### config.mk
export PLATFORM = sky130hd
export DESIGN_NAME = adder_32
export DESIGN_NICKNAME = d
export VERILOG_FILES = /design/src/rtl/adder_32.sv
export SDC_FILE = /design/constraint.sdc
export NUM_CORES = 1
export LEC_CHECK = 0
export BUFFER_PORTS_ARGS = -buffer_cell sky130_fd_sc_hd__buf_2
export CAP_MARGIN = 20
export CORE_MARGIN = 2
export CORE_UTILIZATION = 52
export CTS_CLUSTER_DIAMETER = 80
export DETAILED_ROUTE_END_ITERATION = 8
export PLACE_DENSITY = 0.82
export SLEW_MARGIN = 40
export SYNTH_ARGS = -nofsm -noshare
export SYNTH_HDL_FRONTEND = slang
export SYNTH_SLANG_ARGS = --single-unit
### constraint.sdc
create_clock -name clk -period 1.4 [get_ports clk]
set_input_delay 0.14 -clock clk [delete_from_list [all_inputs] [get_ports clk]]
set_output_delay 0.14 -clock clk [all_outputs]
set_load 0.03 [all_outputs]
### src/rtl/adder_32.sv
// Purpose: registered two's-complement adder producing sum, carry and signed overflow.
// Latency: 1 cycle from in_valid to out_valid, one operation per clock.
// Backpressure: none; results are produced every cycle that in_valid is high.
//
// Ports:
//   clk, rst_n         rising-edge clock, asynchronous active-low reset
//   in_valid           a_in/b_in carry a valid operand pair this cycle
//   a_in, b_in         WIDTH-bit two's-complement operands
//   out_valid          sum/carry_out/overflow hold a fresh result this cycle
//   sum                (a_in + b_in) mod 2^WIDTH, or clamped when saturating
//   carry_out          unsigned carry out of the MSB of the raw addition
//   overflow           signed overflow of the raw addition
//
// Build option: define ADD_SATURATE_EN to clamp sum to the most-positive or
// most-negative value on signed overflow. The flags still report the raw addition.
module adder_32 #(
  parameter int WIDTH = 32
) (
  input  logic             clk,
  input  logic             rst_n,
  input  logic             in_valid,
  input  logic [WIDTH-1:0] a_in,
  input  logic [WIDTH-1:0] b_in,
  output logic             out_valid,
  output logic [WIDTH-1:0] sum,
  output logic             carry_out,
  output logic             overflow
);

  localparam int MSB = WIDTH - 1;

  logic [WIDTH:0]   raw_sum;
  logic             raw_ovf;
  logic [WIDTH-1:0] sum_next;

  // Zero-extend both operands so the extra bit is the unsigned carry.
  assign raw_sum = {1'b0, a_in} + {1'b0, b_in};

  // Overflow only when both operands share a sign and the result's sign differs.
  assign raw_ovf = (a_in[MSB] == b_in[MSB]) && (raw_sum[MSB] != a_in[MSB]);

`ifdef ADD_SATURATE_EN
  always_comb begin
    sum_next = raw_sum[WIDTH-1:0];
    if (raw_ovf) begin
      // Operand sign picks the rail: negative operands clamp to most-negative.
      if (a_in[MSB]) begin
        sum_next = {1'b1, {(WIDTH-1){1'b0}}};
      end else begin
        sum_next = {1'b0, {(WIDTH-1){1'b1}}};
      end
    end
  end
`else
  assign sum_next = raw_sum[WIDTH-1:0];
`endif

  // Result registers only load on in_valid, so X on idle operands never
  // reaches the held outputs.
  always_ff @(posedge clk or negedge rst_n) begin
    if (!rst_n) begin
      out_valid <= 1'b0;
      sum       <= '0;
      carry_out <= 1'b0;
      overflow  <= 1'b0;
    end else begin
      out_valid <= in_valid;
      if (in_valid) begin
        sum       <= sum_next;
        carry_out <= raw_sum[WIDTH];
        overflow  <= raw_ovf;
      end
    end
  end

endmodule

==> flow_summary_export.csv, run 1 <==
group,metric,value,unit
worst_setup_path,path_depth,12,
clocking,cts_buffer_depth,2,
global_routing,grt_max_degree,36,
worst_setup_path,required,1.59,ns
floorplanning,dieArea,6620,um2
synthesis,synthFlopType,"dfrtp_1",
clocking,cts_buffers,5,
placed_design,portBuffers,101,
timing,drv_slew,0,
power_and_ir_drop,ir_worst_vdd,0.676,mV
synthesis,yosysSeqAreaShare,28.1,%
routing,routed_wl,13000,um
clocking,clkSlewWorstSetupHoldPaths,0.09,ns
placed_design,dpl.cell_count,607,
synthesis,synthArstFlopShare,100,%
cells_and_area,antenna_cells,0,
power_and_ir_drop,finalPower,5.11,mW
placed_design,place_area,4660,um2
worst_setup_path,worst_r2r_path_depth,3,
timing,rsz0062_at_grt,"true",
clocking,clkLatencyLatePin,0.31,ns
worst_setup_path,worst_r2r_endpoint,"sum[10]$_DFFE_PN0P_",
status,status,"complete, but fails checks",
floorplanning,die_h,81.4,um
cells_and_area,drive_gt1_share,56.5,%
timing,clock.fmax,469,MHz
cells_and_area,final_core_util,88.3,%
status,violations,"setup timing",
cells_and_area,finalNonFillerCells,627,
placed_design,place_congestion,0.908,
global_routing,antenna_found_initial,0,
timing,clock_skew,0,ns
global_routing,grt_usage,34.1,%
timing,fin_ws,-0.732,ns
flow_run,cap_violations,0,
clocking,htree_levels,2,
power_and_ir_drop,switching_share,43.9,%
floorplanning,ios,102,
floorplanning,core-area,5850,um2
power_and_ir_drop,p_leak,2.48,nW
worst_setup_path,worst-path-buf-inv,3,
synthesis,synth_area_per_cell,9.05,um2
synthesis,synth_edf_count,0,
clocking,clock-root-buffer,"clkbuf_8",
worst_setup_path,r2r-start,"sum[10]$_DFFE_PN0P_",
cells_and_area,layout.cells.most_common,"buf_4",
routing,drcViolationCount,0,
power_and_ir_drop,p_clk_share,16.3,%
timing,slew_headroom,67.2,%
global_routing,grt_overflow,0,
worst_setup_path,crit_family,"compound AO/OA/AOI/OAI gates",
timing,post-route-period-util,152,%
routing,vias,3964,
power_and_ir_drop,combPwrFrac,56.3,%
clocking,cts.sinks,35,
placed_design,dpl_worst_slack,-1.10,ns
worst_setup_path,crit_arrival,2.32,ns
worst_setup_path,cp-startpoint,"a_in[0]",
global_routing,grt_pass1_vias,3696,
worst_setup_path,worstPathCellList,"buf_6, ha_4, fa_2, a21oi_2, o211ai_1, a221o_2, buf_4, buf_6, nand3_2, nand2_1, xor2_1, mux2_2",
timing,setup_viol,29,
power_and_ir_drop,p_int,2.87,mW
placed_design,hpwl,7950,um
global_routing,grt_pass1_wl,17300,um
routing,drt_iter0_drc,479,
synthesis,synth_warnings,0,
floorplanning,num_rows,28,
cells_and_area,nNetsFinal,651,
floorplanning,die_w,81.4,um
timing,post-route-min-period,2.13,ns
worst_setup_path,cpPeakStageDelay,0.43,ns
worst_setup_path,critical_path.slowest_cell,"a221o_2",
power_and_ir_drop,cellPowerDensity,989,nW/um2
routing,drtAntennaViolNets,0,
cells_and_area,final_cell_mix,"buf_4, buf_2, dfrtp_1",
routing,dr.pass1.iters,5,
cells_and_area,syn2layout_area_growth,66.0,%
timing,hold_viol_final,0,
worst_setup_path,critical_path.endpoint,"sum[16]$_DFFE_PN0P_",
synthesis,synth_cell_types,50,
synthesis,syn_inst,344,
power_and_ir_drop,seqPwrFrac,27.4,%
cells_and_area,design_area,5160,um2
worst_setup_path,crit_top_cell,"buf_6",
synthesis,syn-num-nets,444,
routing,vias_per_cell,6.32,
routing,routedWlPerCell,20.8,um
synthesis,synth-seq-cells,35,
timing,worst_pin_slew,0.479,ns
synthesis,synth_area,3110,um2
worst_setup_path,ff2ff_setup_slack,0.41,ns
worst_setup_path,critical_path_class,"input pin to register",
worst_setup_path,critPathLaunchType,"input pin",
worst_setup_path,crit_path_end_kind,"register",
hold_path,hp-class,"input pin to register",
timing,setup_tns,-14.48,ns
clocking,cts_tree,"built",
floorplanning,start_util,53.2,%
power_and_ir_drop,switching_power,2.24,mW
timing,hold_slack,0.165,ns
worst_setup_path,critical_path.max_fanout,3,
-- tightest hold or removal path, delay by kind of cell --
| kind | cells | cell delay [ns] |
|---|---|---|
| buffers and inverters | 1 | 0.07 |
| adder cells (fa/ha/maj) | 1 | 0.11 |
| multiplexers | 1 | 0.13 |
-- power groups by stage --
stage,combinational (mW),clock [mW],sequential [mW]
final,2.87,0.832,1.40
after global routing,3.03,0.862,1.42
after detailed placement,2.48,0,1.40
after global placement,2.41,0,1.39
after floorplan,1.05,0,1.86
after CTS,2.61,0.814,1.38
-- logic make-up after synthesis --
logic type               Yosys count  share of synthesized area (%)
multiplexers                      25                           9.13
buffers and inverters             26                           3.38
flip-flops                        35                           28.1
XOR/XNOR                          24                           6.76
adder cells (fa/ha/maj)           33                           13.5
AND/OR/NAND/NOR                   85                           13.2
AO/OA/AOI/OAI                    116                           25.9
-- state kept, by name, summed over array words and instances (netlist names) --
register	cells
overflow	1
sum	32
out_valid	1
carry_out	1
-- worst min-delay path by stage --
stage               cells past startpoint  startpoint  slack, ns                     to
floorplan                               0       rst_n      -0.16  carry_out$_DFFE_PN0P_
global placement                        2       rst_n       0.12    sum[19]$_DFFE_PN0P_
detailed placement                      2       rst_n       0.12    sum[19]$_DFFE_PN0P_
CTS                                     3    a_in[31]       0.17   overflow$_DFFE_PN0P_
global route                            3     b_in[0]       0.17     sum[0]$_DFFE_PN0P_
finish                                  3     b_in[0]       0.16     sum[0]$_DFFE_PN0P_
-- final cells by class --
class | count | area [um2]
multi-input combinational | 283 | 2640
timing repair buffer | 213 | 1420
sequential | 35 | 876
fill | 281 | 686
tap | 75 | 93.8
clock buffer | 5 | 68.8
inverter | 13 | 48.8
clock inverter | 3 | 23.8
-- cells in the mapped netlist, drive strengths merged (7+ instances only) --
master  count  area [um2]
a21o       15         113
mux2       24         274
xnor2      13         114
dfrtp      35         876
inv        13        48.8
buf         8        37.5
o21ai      18        90.1
nand2      30         113
nor2       13        48.8
o21a        8        60.1
ha         32         400
nor3        7        35.0
nand4      12        75.1
nand3      10        50.1
xor2       11        96.3
a21oi      35         190
-- what timing repair did --
action                                 in CTS  in global routing
pin swaps                                  23                 22
setup endpoints to repair                  28                 28
hold buffers                                1                  0
endpoints found under the hold margin      35                  0
buffers inserted                            7                  5
resized for setup                          32                 28
-- metal layers --
| layer | GRT usage (%) | vias to the layer above | wire [um] | part of all wire (%) |
|---|---|---|---|---|
| li1 | - | 1697 | - | - |
| met1 | 39.6 | 1881 | 4850 | 37 |
| met2 | 61.6 | 307 | 6410 | 49 |
| met3 | 7.00 | 79 | 1130 | 8.7 |
| met4 | 11.9 | 0 | 649 | 5.0 |
| met5 | 0 | - | 0 | 0 |
No activity file was read; power rests on OpenSTA's default activity.
==> run 2: changes to the inputs <==
--- a/config.mk
+++ b/config.mk
@@ -8,10 +8,10 @@
 export BUFFER_PORTS_ARGS = -buffer_cell sky130_fd_sc_hd__buf_2
 export CAP_MARGIN = 20
 export CORE_MARGIN = 2
-export CORE_UTILIZATION = 52
+export CORE_UTILIZATION = 40
 export CTS_CLUSTER_DIAMETER = 80
 export DETAILED_ROUTE_END_ITERATION = 8
-export PLACE_DENSITY = 0.82
+export PLACE_DENSITY = 0.66
 export SLEW_MARGIN = 40
 export SYNTH_ARGS = -nofsm -noshare
 export SYNTH_HDL_FRONTEND = slang
==> flow_summary_export.csv, run 2 (synthesis results as in run 1) <==
group,metric,value,unit
floorplanning,ios,102,
worst_setup_path,critPathLaunchType,"input pin",
power_and_ir_drop,p_leak,2.48,nW
power_and_ir_drop,p_clk_share,16.3,%
timing,drv_slew,0,
timing,fin_ws,-0.713,ns
global_routing,grt_pass1_vias,3584,
timing,slew_headroom,67.4,%
routing,routed_wl,9680,um
floorplanning,start_util,40.7,%
timing,post-route-min-period,2.11,ns
global_routing,antenna_found_initial,0,
power_and_ir_drop,combPwrFrac,55.7,%
timing,hold_slack,0.171,ns
routing,drt_iter0_drc,147,
worst_setup_path,cpPeakStageDelay,0.44,ns
worst_setup_path,crit_family,"compound AO/OA/AOI/OAI gates",
status,status,"complete, but fails checks",
timing,setup_viol,27,
cells_and_area,largest_register_ffs,32,
worst_setup_path,critical_path.slowest_cell,"a221o_2",
floorplanning,die_w,92.2,um
power_and_ir_drop,switching_share,41.6,%
worst_setup_path,crit_path_end_kind,"register",
worst_setup_path,worst-path-buf-inv,3,
worst_setup_path,critical_path_class,"input pin to register",
cells_and_area,layout.cells.most_common,"buf_4",
flow_run,cap_violations,0,
timing,clock_skew,0,ns
cells_and_area,final_core_util,68.5,%
global_routing,grt_usage,23.5,%
cells_and_area,top_register,"sum",
clocking,cts.sinks,35,
worst_setup_path,critical_path.max_fanout,3,
timing,clock.fmax,473,MHz
routing,vias,3436,
worst_setup_path,crit_arrival,2.31,ns
global_routing,grt_overflow,0,
cells_and_area,drive_gt1_share,56.0,%
clocking,htree_levels,2,
timing,rsz0062_at_grt,"true",
clocking,cts_tree,"built",
clocking,cts_buffer_depth,2,
worst_setup_path,worstPathCellList,"buf_6, ha_4, fa_2, a21oi_2, o211ai_1, a221o_2, buf_4, buf_6, nand3_1, nand2_1, xor2_1, mux2_4",
routing,vias_per_cell,5.29,
worst_setup_path,crit_top_cell,"buf_6",
floorplanning,num_rows,32,
clocking,clkLatencyLatePin,0.30,ns
cells_and_area,antenna_cells,0,
timing,worst_pin_slew,0.488,ns
status,violations,"setup timing",
cells_and_area,fillers,596,
global_routing,grt_max_degree,36,
placed_design,place_congestion,0.943,
routing,drcViolationCount,0,
power_and_ir_drop,finalPower,4.90,mW
clocking,clock-root-buffer,"clkbuf_8",
power_and_ir_drop,switching_power,2.04,mW
placed_design,portBuffers,101,
hold_path,hp-class,"input pin to register",
power_and_ir_drop,p_int,2.86,mW
power_and_ir_drop,seqPwrFrac,28.0,%
clocking,clkSlewWorstSetupHoldPaths,0.09,ns
power_and_ir_drop,cellPowerDensity,936,nW/um2
floorplanning,core-area,7650,um2
routing,dr.pass1.iters,5,
global_routing,grt_pass1_wl,16200,um
cells_and_area,nNetsFinal,647,
cells_and_area,final_cell_mix,"buf_4, buf_2, dfrtp_1",
cells_and_area,syn2layout_area_growth,68.2,%
timing,post-route-period-util,151,%
floorplanning,dieArea,8500,um2
routing,routedWlPerCell,14.9,um
clocking,cts_buffers,5,
placed_design,hpwl,7280,um
floorplanning,die_h,92.2,um
power_and_ir_drop,ir_worst_vdd,0.680,mV
routing,drtAntennaViolNets,0,
worst_setup_path,required,1.59,ns
timing,hold_viol_final,0,
-- run 2: path summary, 6_finish.rpt --
check | end | cells after the start | start | slack [ns]
worst min register to register | overflow$_DFFE_PN0P_ | 2 | overflow$_DFFE_PN0P_ | 0.48
worst min-delay path | sum[0]$_DFFE_PN0P_ | 3 | b_in[0] | 0.17
worst max-delay path | sum[16]$_DFFE_PN0P_ | 12 | a_in[0] | -0.71
worst max register to register | sum[10]$_DFFE_PN0P_ | 3 | sum[10]$_DFFE_PN0P_ | 0.45
max in group asynchronous | sum[7]$_DFFE_PN0P_ | 3 | rst_n | 0.67
min in group asynchronous | sum[19]$_DFFE_PN0P_ | 3 | rst_n | 0.40
-- run 2: power groups by stage --
stage                     Clock, mW  Sequential (mW)  Combinational (mW)
after CTS                     0.824             1.37                2.64
final                         0.799             1.37                2.73
after global placement            0             1.38                2.42
after global routing          0.875             1.40                2.93
after detailed placement          0             1.39                2.46
after floorplan                   0             1.86                1.05
-- run 2: timing repair --
item / in CTS / in global routing
pin swaps: 19 / 13
buffers inserted: 9 / 2
hold endpoints to repair: 35 / 0
resized for setup: 50 / 21
gates cloned: 0 / 0
endpoints found under the setup margin: 27 / 29
hold buffers: 1 / 0
-- run 2: area by class of cell --
cell class                      instances  area (um2)  share of cell area (%)
Clock buffer                            5        68.8                    1.31
Clock inverter                          3        23.8                   0.454
Inverter                               13        48.8                   0.932
Multi-Input combinational cell        283        2640                    50.5
Sequential cell                        35         876                    16.7
Tap cell                              102         128                    2.44
Timing Repair Buffer                  209        1450                    27.7
-- run 2: stage by stage --
stage	worst slack, ns	TNS [ns]	instances	instance area, um2
detailed placement	-1.11	-21.01	633	4680
global route	-0.772	-13.26	650	5240
global placement	-1.06	-20.21	633	4680
floorplan	-0.825	-11.43	344	3370
finish	-0.713	-11.15	650	5240
CTS	-0.736	-11.28	650	5120
-- run 2: per-layer routing --
layer	vias up	wire length [um]	share of wire, %	GRT usage, %
met5	-	0	0	0
met4	0	89	0.92	4.73
met3	9	480	5.0	3.94
met2	121	4970	51	42.7
met1	1608	4140	43	29.3
li1	1698	-	-	-
-- run 2: worst register-to-register path, stage by stage (launching register included) --
cell,delay (ns)
dfrtp_1,0.40
nand2_1,0.07
o311ai_0,0.13
a211o_1,0.24
